**src/rtl/score_keeper_ctrl.sv**
```systemverilog
// Score keeper: saturating score, session high score, and an iterative
// binary-to-BCD converter that alternates score/high score while game_over is high.
module score_keeper_ctrl #(
  parameter int MAX_SCORE  = 99,
  parameter int ALT_CYCLES = 50_000_000
) (
  input  logic       clk,
  input  logic       rst,
  input  logic       game_rst,
  input  logic       eat,
  input  logic       game_over,
  output logic [7:0] score,
  output logic [7:0] high_score,
  output logic [7:0] bcd,
  output logic       show_high,
  output logic       bcd_valid,
  output logic       conv_busy
);

  localparam int TW = (ALT_CYCLES > 2) ? $clog2(ALT_CYCLES) : 1;

  typedef enum logic [1:0] {IDLE, SHIFT, DONE} state_t;

  logic [7:0]    score_reg, high_reg;
  logic [TW-1:0] timer_reg;
  logic          sel_reg;
  logic          force_reg, force_next;
  state_t        state_reg, state_next;
  logic [7:0]    bin_reg, bin_next;
  logic [7:0]    acc_reg, acc_next;
  logic [2:0]    cnt_reg, cnt_next;
  logic          sel_l_reg, sel_l_next;
  logic [7:0]    last_src_reg, last_src_next;
  logic [7:0]    src_l_reg, src_l_next;
  logic [7:0]    bcd_reg, bcd_next;
  logic          show_high_reg, show_high_next;
  logic          bcd_valid_reg, bcd_valid_next;
  logic [7:0]    src;
  logic [7:0]    acc_adj;

  // Score, high score and display-select timer
  always_ff @(posedge clk or posedge rst) begin
    if (rst) begin
      score_reg <= '0;
      high_reg  <= '0;
      timer_reg <= '0;
      sel_reg   <= 1'b0;
    end else begin
      if (game_rst)
        score_reg <= '0;
      else if (!game_over && eat && (score_reg < 8'(MAX_SCORE)))
        score_reg <= score_reg + 8'd1;

      if (score_reg > high_reg)
        high_reg <= score_reg;

      if (!game_over) begin
        timer_reg <= '0;
        sel_reg   <= 1'b0;
      end else if (timer_reg == TW'(ALT_CYCLES - 1)) begin
        timer_reg <= '0;
        sel_reg   <= ~sel_reg;
      end else begin
        timer_reg <= timer_reg + TW'(1);
      end
    end
  end

  assign src = sel_reg ? high_reg : score_reg;

  // Shift-add-3 correction, one per BCD digit
  generate
    for (genvar gi = 0; gi < 2; gi++) begin : g_adj
      assign acc_adj[gi*4 +: 4] = (acc_reg[gi*4 +: 4] >= 4'd5) ?
                                  acc_reg[gi*4 +: 4] + 4'd3 : acc_reg[gi*4 +: 4];
    end
  endgenerate

  always_ff @(posedge clk or posedge rst) begin
    if (rst) begin
      state_reg     <= IDLE;
      force_reg     <= 1'b1;
      bin_reg       <= '0;
      acc_reg       <= '0;
      cnt_reg       <= '0;
      sel_l_reg     <= 1'b0;
      last_src_reg  <= '0;
      src_l_reg     <= '0;
      bcd_reg       <= '0;
      show_high_reg <= 1'b0;
      bcd_valid_reg <= 1'b0;
    end else begin
      state_reg     <= state_next;
      force_reg     <= force_next;
      bin_reg       <= bin_next;
      acc_reg       <= acc_next;
      cnt_reg       <= cnt_next;
      sel_l_reg     <= sel_l_next;
      last_src_reg  <= last_src_next;
      src_l_reg     <= src_l_next;
      bcd_reg       <= bcd_next;
      show_high_reg <= show_high_next;
      bcd_valid_reg <= bcd_valid_next;
    end
  end

  always_comb begin
    state_next     = state_reg;
    force_next     = force_reg;
    bin_next       = bin_reg;
    acc_next       = acc_reg;
    cnt_next       = cnt_reg;
    sel_l_next     = sel_l_reg;
    last_src_next  = last_src_reg;
    src_l_next     = src_l_reg;
    bcd_next       = bcd_reg;
    show_high_next = show_high_reg;
    bcd_valid_next = bcd_valid_reg;
    case (state_reg)
      IDLE: begin
        if (force_reg || (src != last_src_reg)) begin
          bin_next       = src;
          src_l_next     = src;
          sel_l_next     = sel_reg;
          acc_next       = '0;
          cnt_next       = '0;
          force_next     = 1'b0;
          bcd_valid_next = 1'b0;
          state_next     = SHIFT;
        end
      end
      SHIFT: begin
        acc_next = {acc_adj[6:0], bin_reg[7]};
        bin_next = {bin_reg[6:0], 1'b0};
        cnt_next = cnt_reg + 3'd1;
        if (cnt_reg == 3'd7)
          state_next = DONE;
      end
      DONE: begin
        // Result is published atomically with the select it belongs to
        bcd_next       = acc_reg;
        show_high_next = sel_l_reg;
        last_src_next  = src_l_reg;
        bcd_valid_next = 1'b1;
        state_next     = IDLE;
      end
      default: state_next = IDLE;
    endcase
  end

  assign score      = score_reg;
  assign high_score = high_reg;
  assign bcd        = bcd_reg;
  assign show_high  = show_high_reg;
  assign bcd_valid  = bcd_valid_reg;
  assign conv_busy  = (state_reg != IDLE);

endmodule

```
**config.mk**
```make
export PLATFORM = sky130hd
export DESIGN_NAME = score_keeper_ctrl
export DESIGN_NICKNAME = d
export VERILOG_FILES = /design/src/rtl/score_keeper_ctrl.sv
export SDC_FILE = /design/constraint.sdc
export NUM_CORES = 1
export LEC_CHECK = 0
export CAP_MARGIN = 20
export CORE_MARGIN = 2
export CORE_UTILIZATION = 50
export DETAILED_ROUTE_END_ITERATION = 10
export GPL_ROUTABILITY_DRIVEN = 0
export HOLD_SLACK_MARGIN = 0.08
export PLACE_DENSITY = 0.69
export RECOVER_POWER = 50
export SLEW_MARGIN = 20
export SYNTH_ARGS = -nofsm -noshare
export SYNTH_HDL_FRONTEND = slang
export SYNTH_SLANG_ARGS = --single-unit
```
**constraint.sdc**
```tcl
create_clock -name clk -period 2.7 [get_ports clk]
set_clock_uncertainty 0.05 [all_clocks]
set_input_delay 0.405 -clock clk [delete_from_list [all_inputs] [get_ports clk]]
set_output_delay 0.405 -clock clk [all_outputs]
set_load 0.03 [all_outputs]
```
Word level (Yosys, flattened, before mapping)

Cells that the tools add are included.

Output and inout bits: 27
Register bits after elaboration: 92

Reductions and logical operators: 13
Multiplexer cells: 20
Magnitude comparators: 4
$add $sub $neg: 5
Eq/ne operators: 8
Bitwise gates (word level): 1

Operator list:

| cell                                                                  | number |
|---|---|
| 26-bit 2-to-1 mux                                                     | 2 |
| 8-bit 2-to-1 mux                                                      | 5 |
| 8-bit case mux with 2 select lines                                    | 2 |
| 26-bit by 1-bit adder with 26-bit output, second input constant       | 1 |
| 26-bit equality test, second input constant                           | 1 |
| 8-bit by 1-bit adder with 8-bit output, second input constant         | 1 |
| 4-bit by 3-bit >= comparator with 1-bit output, second input constant | 2 |
| 8-bit > comparator                                                    | 1 |
| 8-bit by 7-bit < comparator with 1-bit output, second input constant  | 1 |
| 8-bit != test                                                         | 1 |
| 2-bit AND reduction                                                   | 4 |
| 2-bit nonzero test                                                    | 4 |
| 3-bit 2-to-1 mux                                                      | 2 |
| 3-bit case mux with 2 select lines                                    | 1 |
| 4-bit by 2-bit adder with 4-bit output, second input constant         | 1 |
| 2-bit 2-to-1 mux                                                      | 2 |
| 4-bit 2-to-1 mux                                                      | 1 |
| 2-bit != test, second input constant                                  | 2 |
| 2-bit case mux with 2 select lines                                    | 1 |
| 3-bit by 1-bit adder with 3-bit output, second input constant         | 1 |
| 3-bit by 2-bit adder with 3-bit output, second input constant         | 1 |
| 3-bit equality test, second input constant                            | 1 |
| 1-bit 2-to-1 mux                                                      | 3 |
| 2-bit by 1-bit equality test with 1-bit output, second input constant | 1 |
| other kinds (8)                                                       | 9 |

Logic depth before layout (Yosys ltp)

Gate-level depths: netlist (run 1).

Depth in word-level cells: 5
Gate-level depth with buffers: 9
Gate-level depth less buffers: 8

Least setup slack after synthesis (run 1)

No wires, ideal clock.

Kind: register to register
Start: reg score_reg[5] (netlist: score[5])
End: reg high_reg[0] (netlist: high_score[0])
Clock period less this slack: 2.337 ns
Required time: 2.525 ns
Path slack: 0.363 ns
Stages on the path, launching flop included: 9
Library setup time: 0.125 ns
Data arrival time: 2.162 ns
Buffers on the path: 1
Cells stage by stage: dfrtp_1 ha_1 a21o_1 a21oi_1 nor2b_1 o22ai_1 o31a_1 clkbuf_1 mux2_2

Cells in the longest elaborated chain, start to end: 1

RTL lines:

| item                   | line | RTL |
|---|---|---|
| from (decl)            | 24   | `logic [7:0] score_reg, high_reg;` |
| from (signal assigned) | 52   | `score_reg <= score_reg + 8'd1;` |
| 8-bit > comparator     | 54   | `if (score_reg > high_reg)` |
| to (signal assigned)   | 55   | `high_reg <= score_reg;` |
| to (decl)              | 24   |  |

Every way passes these cells.
A chain may end at the register's enable or synchronous reset.

Worst setup path in the final report (run 1)

Start: reg sel_reg
End: reg bin_reg[3]

Cells in the longest elaborated chain, start to end: 5

RTL lines:

| item                                 | line | RTL |
|---|---|---|
| from (decl)                          | 26   | `logic sel_reg;` |
| from (signal assigned)               | 62   | `sel_reg <= ~sel_reg;` |
| 8-bit 2-to-1 mux (*)                 | 69   | `assign src = sel_reg ? high_reg : score_reg;` |
| 8-bit != test                        | 121  | `if (force_reg \|\| (src != last_src_reg)) begin` |
| 1-bit logical OR                     | 121  |  |
| 2-bit != test (no source line)       | -    |  |
| 2-bit AND reduction (no source line) | -    |  |
| to (signal assigned)                 | 95   | `bin_reg <= bin_next;` |
| to (decl)                            | 29   | `logic [7:0] bin_reg, bin_next;` |

Mark *: on every way between the ends. The rest lies on a longest branch, timed or not. The select of a mux whose other input is x is not followed.

==> results of run 1 <==
-- stage by stage --
stage          utilization  area [sq um]  cells
6_report             0.586          5140    573
5_1_grt              0.586          5140    573
4_1_cts              0.592          5180    573
3_5_place_dp         0.572          5010    557
3_3_place_gp         0.572          5010    557
2_1_floorplan            -          4520    422
-- worst reg2reg max path: cells and delay by family, from the launching register on --
| kind | cells | cell delay (ns) |
|---|---|---|
| DFF | 1 | 0.73 |
| and+or+nand+nor | 3 | 0.62 |
| muxes | 1 | 0.47 |
| AOI/OAI and AO/OA | 1 | 0.37 |
| xor gates and xnor gates | 1 | 0.14 |
-- layout make-up --
cell class	count	area, sq um
Inverter	21	80.1
Multi-Input combinational cell	294	2060
Clock inverter	7	51.3
Tap cell	108	135
Clock buffer	9	124
Timing Repair Buffer	42	384
Fill cell	736	3630
Sequential cell	92	2300
-- synth_stat cells (5+ instances only) --
cell       n
o21ai_0    7
xor2_1    23
nand2_1   32
buf_2      6
and3_1     9
or3_1      5
nand4_1    9
nor2b_1    5
xnor2_1   16
dfrtp_1   91
a221o_1    6
inv_1     21
nor2_1    53
ha_1      16
clkbuf_1   7
a21oi_1   21
mux2_2    27
mux2i_1    6
nand3_1   14
-- report_power, final --
part	total, mW	internal [mW]	leakage, nW	switching [mW]
clock network	0.857	0.339	0.0860	0.518
logic	1.35	0.566	1.03	0.787
registers	1.85	1.65	1.24	0.198
total	4.06	2.55	2.36	1.50
-- cells by family (layout without fill, tap and decap cells) --
family	after synthesis	count (layout)	synth area share
AO/OA/AOI/OAI	52	52	0.0786
XOR/XNOR	40	40	0.0792
adder cells (fa/ha/maj)	16	16	0.0443
buffers and inverters	36	79	0.0349
flip-flops	92	92	0.510
multiplexers	37	37	0.0947
AND/OR/NAND/NOR	149	149	0.159
-- final timing paths --
| kind | slack (ns) | startpoint | endpoint | depth (start not counted) |
|---|---|---|---|---|
| setup / recovery | 0.21 | sel_reg | bin_reg[3] | 6 |
| hold / removal | 0.46 | force_reg | force_reg | 1 |
| setup reg to reg | 0.21 | sel_reg | bin_reg[3] | 6 |
| hold reg to reg | 0.46 | force_reg | force_reg | 1 |
| max in group asynchronous | 0.52 | rst | bin_reg[3] | 3 |
| min in group asynchronous | 0.58 | rst | acc_reg[5] | 2 |
-- per-layer routing --
layer  vias to the layer above  global-route usage  wire length, um
met5                         -                   0                0
li1                       1520                   -                -
met2                        53               0.307             4120
met4                         0              0.0590               89
met1                      1528               0.263             4180
met3                         8              0.0418              248
==> results by group, run 1 <==
Synth
  • Yosys cell types: between 40 and 50
  • Synth top area share: 0.504
  • Syn Nets: roughly 440
  • Post-Syn Area: 4520 sq um
  • Number of synthesized register bits: roughly 90
  • Avg Cell Area, Syn: roughly 11 sq um
  • Top cells by area, synth: dfrtp_1 (50%), mux2_2 (6.7%), xor2_1 (4.5%)
  • Register area share after synthesis: 0.510
  • Synth Instances: around 420
  • Yosys warns: 0
  • Post-synth top area cell: dfrtp_1
  • Synth async-reset ratio: 1.00
  • Post-synth EDFFs: 0
  • Dominant synthesized flop cell: dfrtp_1

Clock tree
  • H-tree Lvls: 3
  • Clk buf depth: 2
  • Setup repair bufs after CTS: 0
  • CTS tree: done
  • CTS resizes: 0
  • Root buffer cell: clkbuf_8
  • Post-CTS Hold Buffers: 0
  • CTS clk-pin slew, worst paths: ~0.09 ns
  • CTS sink cnt: between 90 and 100
  • Skew-Pair Late Insertion Delay: about 0.37 ns
  • CTS buffer count: 9

Detailed routing
  • DR WL/cell: between 15 and 20 um
  • Vias per cell: approximately 5.4
  • Total Wirelength: just under 9000 um
  • DRC: 0
  • Starting DRT DRC Count: 120
  • Final antenna-violating net count: 0
  • Vias: a little over 3000
  • DRT Pass-1 Iters: 4

Timing
  • RSZ-0062 raised after global routing: false
  • Min Hold Slack: roughly 0.46 ns
  • Worst-margin pin slew: between 1 and 1.5 ns
  • Worst slew margin: 0.274
  • Final WS setup: between 0.2 and 0.25 ns
  • Endpoints failing setup: 0
  • Final min period: about 2.5 ns
  • Fin. Hold Viols: 0
  • Peak Freq: a little over 400 MHz
  • Setup TNS: 0 ns
  • Pins over their slew limit: 0
  • Period utilization: 0.921

Cells and area
  • # nets final: 481
  • Area added between synthesis and finish: 13.6%
  • Max reg flops: 26
  • Most common cell after layout, fill and taps aside: dfrtp_1
  • Layout cells sized above 1: 0.138
  • N_diodes: 0
  • Commonest cells after routing, fill and taps aside: dfrtp_1 (91), nor2_1 (53), nand2_1 (32)

Worst setup path
  • Crit path arrival time: 2.69 ns
  • Req. time, crit path: between 2 and 3 ns
  • Largest fanout on the critical path: 10
  • Crit Path Class: flop to flop
  • CP top delay family: flip-flops
  • Slowest CP cell: dfrtp_1
  • Crit start category: flop
  • CP Buf/Inv Count: 0
  • CP max stage delay: 0.73 ns
  • CP Cell Sequence: mux2i_1 > xnor2_1 > nor3_2 > and3_1 > nor2_1 > a221o_1
  • Setup crit end kind: flop

Place
  • IO buf count: 31
  • Post-detail-place hpwl: slightly above 6000 um
  • Worst slack at placement: between 0.2 and 0.25 ns

Floorplan
  • Ports: 32
  • Core area: between 8000 and 9000 sq um
  • Initial core utilization: 0.516
  • Die Area: ~9800 sq um
  • # rows: 34
  • Die Ht: 99.1 um
  • Die width: 99.1 um

Power and ir drop
  • Worst VDD drop: about 0.31 mV
  • Final Power: approximately 4.1 mW
  • Power per cell area: between 700 and 800 nW/um^2
  • Leak: around 2.4 nW

GRT
  • Vias in the first global route: ~3200
  • Gr usage total: 0.192
  • Antenna violations before repair: 0
  • First-pass GRT wire length: 15000 um
  • GR Overflow Total: 0
  • Largest net degree at the start of global routing: 30

Worst hold path
  • Hold Path Class: flop to flop

Flow run
  • Maxcap violations: 0

Run status
  • Status: completed
No activity file was read; power rests on OpenSTA's default activity.
==> run 2: changes to the inputs <==
CELL_PAD_IN_SITES_DETAIL_PLACEMENT = 0   (was not set)
CELL_PAD_IN_SITES_GLOBAL_PLACEMENT = 2   (was not set)
CORE_UTILIZATION = 35   (was 50)
PLACE_DENSITY = 0.72   (was 0.69)
==> run 2 against run 1 <==
Compared with the run above:
- clock power rose by 51%
- critical path depth did not move
- cell count rose by 12%
- largest cell class unchanged
- sequential cell count did not move
==> results by group, run 2 (synthesis results as in run 1) <==
Timing
  • Pins over their slew limit: 0 (unchanged)
  • Final min period: 2.45 ns (-0.0337 ns)
  • Worst-margin pin slew: 1.29 ns (+0.201 ns)
  • Min Hold Slack: 0.443 ns (-0.0128 ns)
  • Period utilization: 0.908 (-0.0125)
  • Setup TNS: 0 ns (unchanged)
  • Peak Freq: 408 MHz (+1.4%)
  • Fin. Hold Viols: 0 (unchanged)
  • Worst slew margin: 0.136 (-0.138)
  • RSZ-0062 raised after global routing: false
  • Endpoints failing setup: 0 (unchanged)

Power and ir drop
  • Leak: 2.42 nW (+2.3%)
  • Final Power: 4.49 mW (+11%)
  • Worst VDD drop: 0.313 mV (+0.93%)
  • Power per cell area: 836 nW/um^2 (+5.8%)

GRT
  • Largest net degree at the start of global routing: 32 (+6.7%)
  • GRT Max-Usage Layer: met2
  • Gr usage total: 0.143 (-0.0486)
  • Routing usage on met3: 0.0334 (-0.00841)
  • GR Overflow Total: 0 (unchanged)
  • Met2 Resource Use GR: 0.216 (-0.0913)
  • GR met1 Demand/Resource: 0.197 (-0.0666)
  • Antenna violations before repair: 0 (unchanged)
  • First-pass GRT wire length: 16000 um (+6.2%)
  • Vias in the first global route: 3131 (-0.63%)

Floorplan
  • Die Area: 13800 sq um (+41%)
  • Die Ht: 118 um (+19%)
  • Die width: 118 um (+19%)
  • # rows: 41 (+21%)
  • Initial core utilization: 0.358 (-0.158)
  • Ports: 32 (unchanged)
  • Core area: 12600 sq um (+44%)

Clock tree
  • CTS buffer count: 9 (unchanged)
  • Clk buf depth: 2 (unchanged)
  • Setup repair bufs after CTS: 0 (unchanged)
  • Post-CTS Hold Buffers: 0 (unchanged)
  • CTS sink cnt: 92 (unchanged)
  • Root buffer cell: clkbuf_16
  • CTS clk-pin slew, worst paths: 0.06 ns (-0.03 ns)
  • CTS resizes: 0 (unchanged)
  • Skew-Pair Late Insertion Delay: 0.35 ns (-0.02 ns)
  • H-tree Lvls: 3 (unchanged)
  • CTS tree: done

Cells and area
  • # nets final: 486 (+1.0%)
  • Area added between synthesis and finish: 18.8%
  • Layout cells sized above 1: 0.149 (+0.0113)
  • Max reg flops: 26 (unchanged)
  • Most common cell after layout, fill and taps aside: dfrtp_1
  • Post-Route Utilization: 0.426 (-0.161)
  • Fill cells: 1265 (+72%)
  • N_diodes: 0 (unchanged)
  • Commonest cells after routing, fill and taps aside: dfrtp_1 (91), nor2_1 (53), nand2_1 (32)
  • Non-Filler Instances: 642 (+12%)

Worst setup path
  • Req. time, crit path: 2.88 ns (-0.02 ns)
  • Crit start category: flop
  • Largest fanout on the critical path: 11 (+1)
  • Crit Path Class: flop to flop
  • Crit path arrival time: 2.63 ns (-0.06 ns)
  • Setup crit end kind: flop

Place
  • IO buf count: 31 (unchanged)
  • Post-detail-place hpwl: 6380 um (+5.2%)
  • Dpl cells: 626 (+12%)

Detailed routing
  • Final antenna-violating net count: 0 (unchanged)
  • DRC: 0 (unchanged)
  • Vias per cell: 4.82 (-11%)
  • DR WL/cell: 14.1 um (-6.9%)
  • Total Wirelength: 9020 um (+4.4%)
  • Starting DRT DRC Count: 144 (+20%)
  • DRT Pass-1 Iters: 4 (unchanged)
  • Vias: 3094 (-0.48%)

Worst hold path
  • Hold Path Class: flop to flop

Flow run
  • Maxcap violations: 0 (unchanged)

Run status
  • Status: completed
[run 2: routing by layer]
| layer | vias up | routed length [um] |
|---|---|---|
| met5 | - | 0 |
| met4 | 0 | 180 |
| met3 | 14 | 255 |
| met2 | 36 | 4030 |
| met1 | 1517 | 4550 |
| li1 | 1527 | - |
[run 2: area by class of cell]
| cell class | instances | area (sq um) | area share |
|---|---|---|---|
| sequential | 92 | 2300 | 0.429 |
| multi-input combinational | 294 | 2060 | 0.383 |
| timing repair buffer | 47 | 410 | 0.0764 |
| clock buffer | 10 | 239 | 0.0445 |
| tap | 172 | 215 | 0.0401 |
| inverter | 21 | 80.1 | 0.0149 |
| clock inverter | 6 | 63.8 | 0.0119 |
[run 2: worst max-delay path: stages (launching register included)]
cell     delay, ns
dfrtp_1       0.72
mux2i_1       0.48
xnor2_1       0.19
nor3_2        0.08
a41oi_4       0.35
nor2_4        0.14
a221o_1       0.33
[run 2: path summary, 6_finish.rpt]
| check | from | endpoint | slack (ns) | depth (start not counted) |
|---|---|---|---|---|
| max reg2reg | sel_reg | bin_reg[4] | 0.25 | 6 |
| min reg2reg | force_reg | force_reg | 0.44 | 1 |
| min | force_reg | force_reg | 0.44 | 1 |
| min in group asynchronous | rst | bcd[5] | 0.73 | 2 |
| max | sel_reg | bin_reg[4] | 0.25 | 6 |
| max in group asynchronous | rst | high_score[2] | 0.54 | 3 |
[run 2: stage by stage]
step / setup slack, ns / area [sq um]
2_1_floorplan: 0.363 / 4520
3_3_place_gp: 0.280 / 5100
3_5_place_dp: 0.232 / 5100
4_1_cts: 0.233 / 5410
5_1_grt: 0.0156 / 5370
6_report: 0.248 / 5370
[run 2: power breakdown]
part	internal (mW)	switching [mW]
logic	0.581	0.771
clock network	0.741	0.545
registers	1.65	0.201
==> run 3: changes to the inputs <==
SLEW_MARGIN = not set   (was 20)
==> results of run 3 <==
Same layout as run 2: the final DEF is identical, and so are final timing and power.
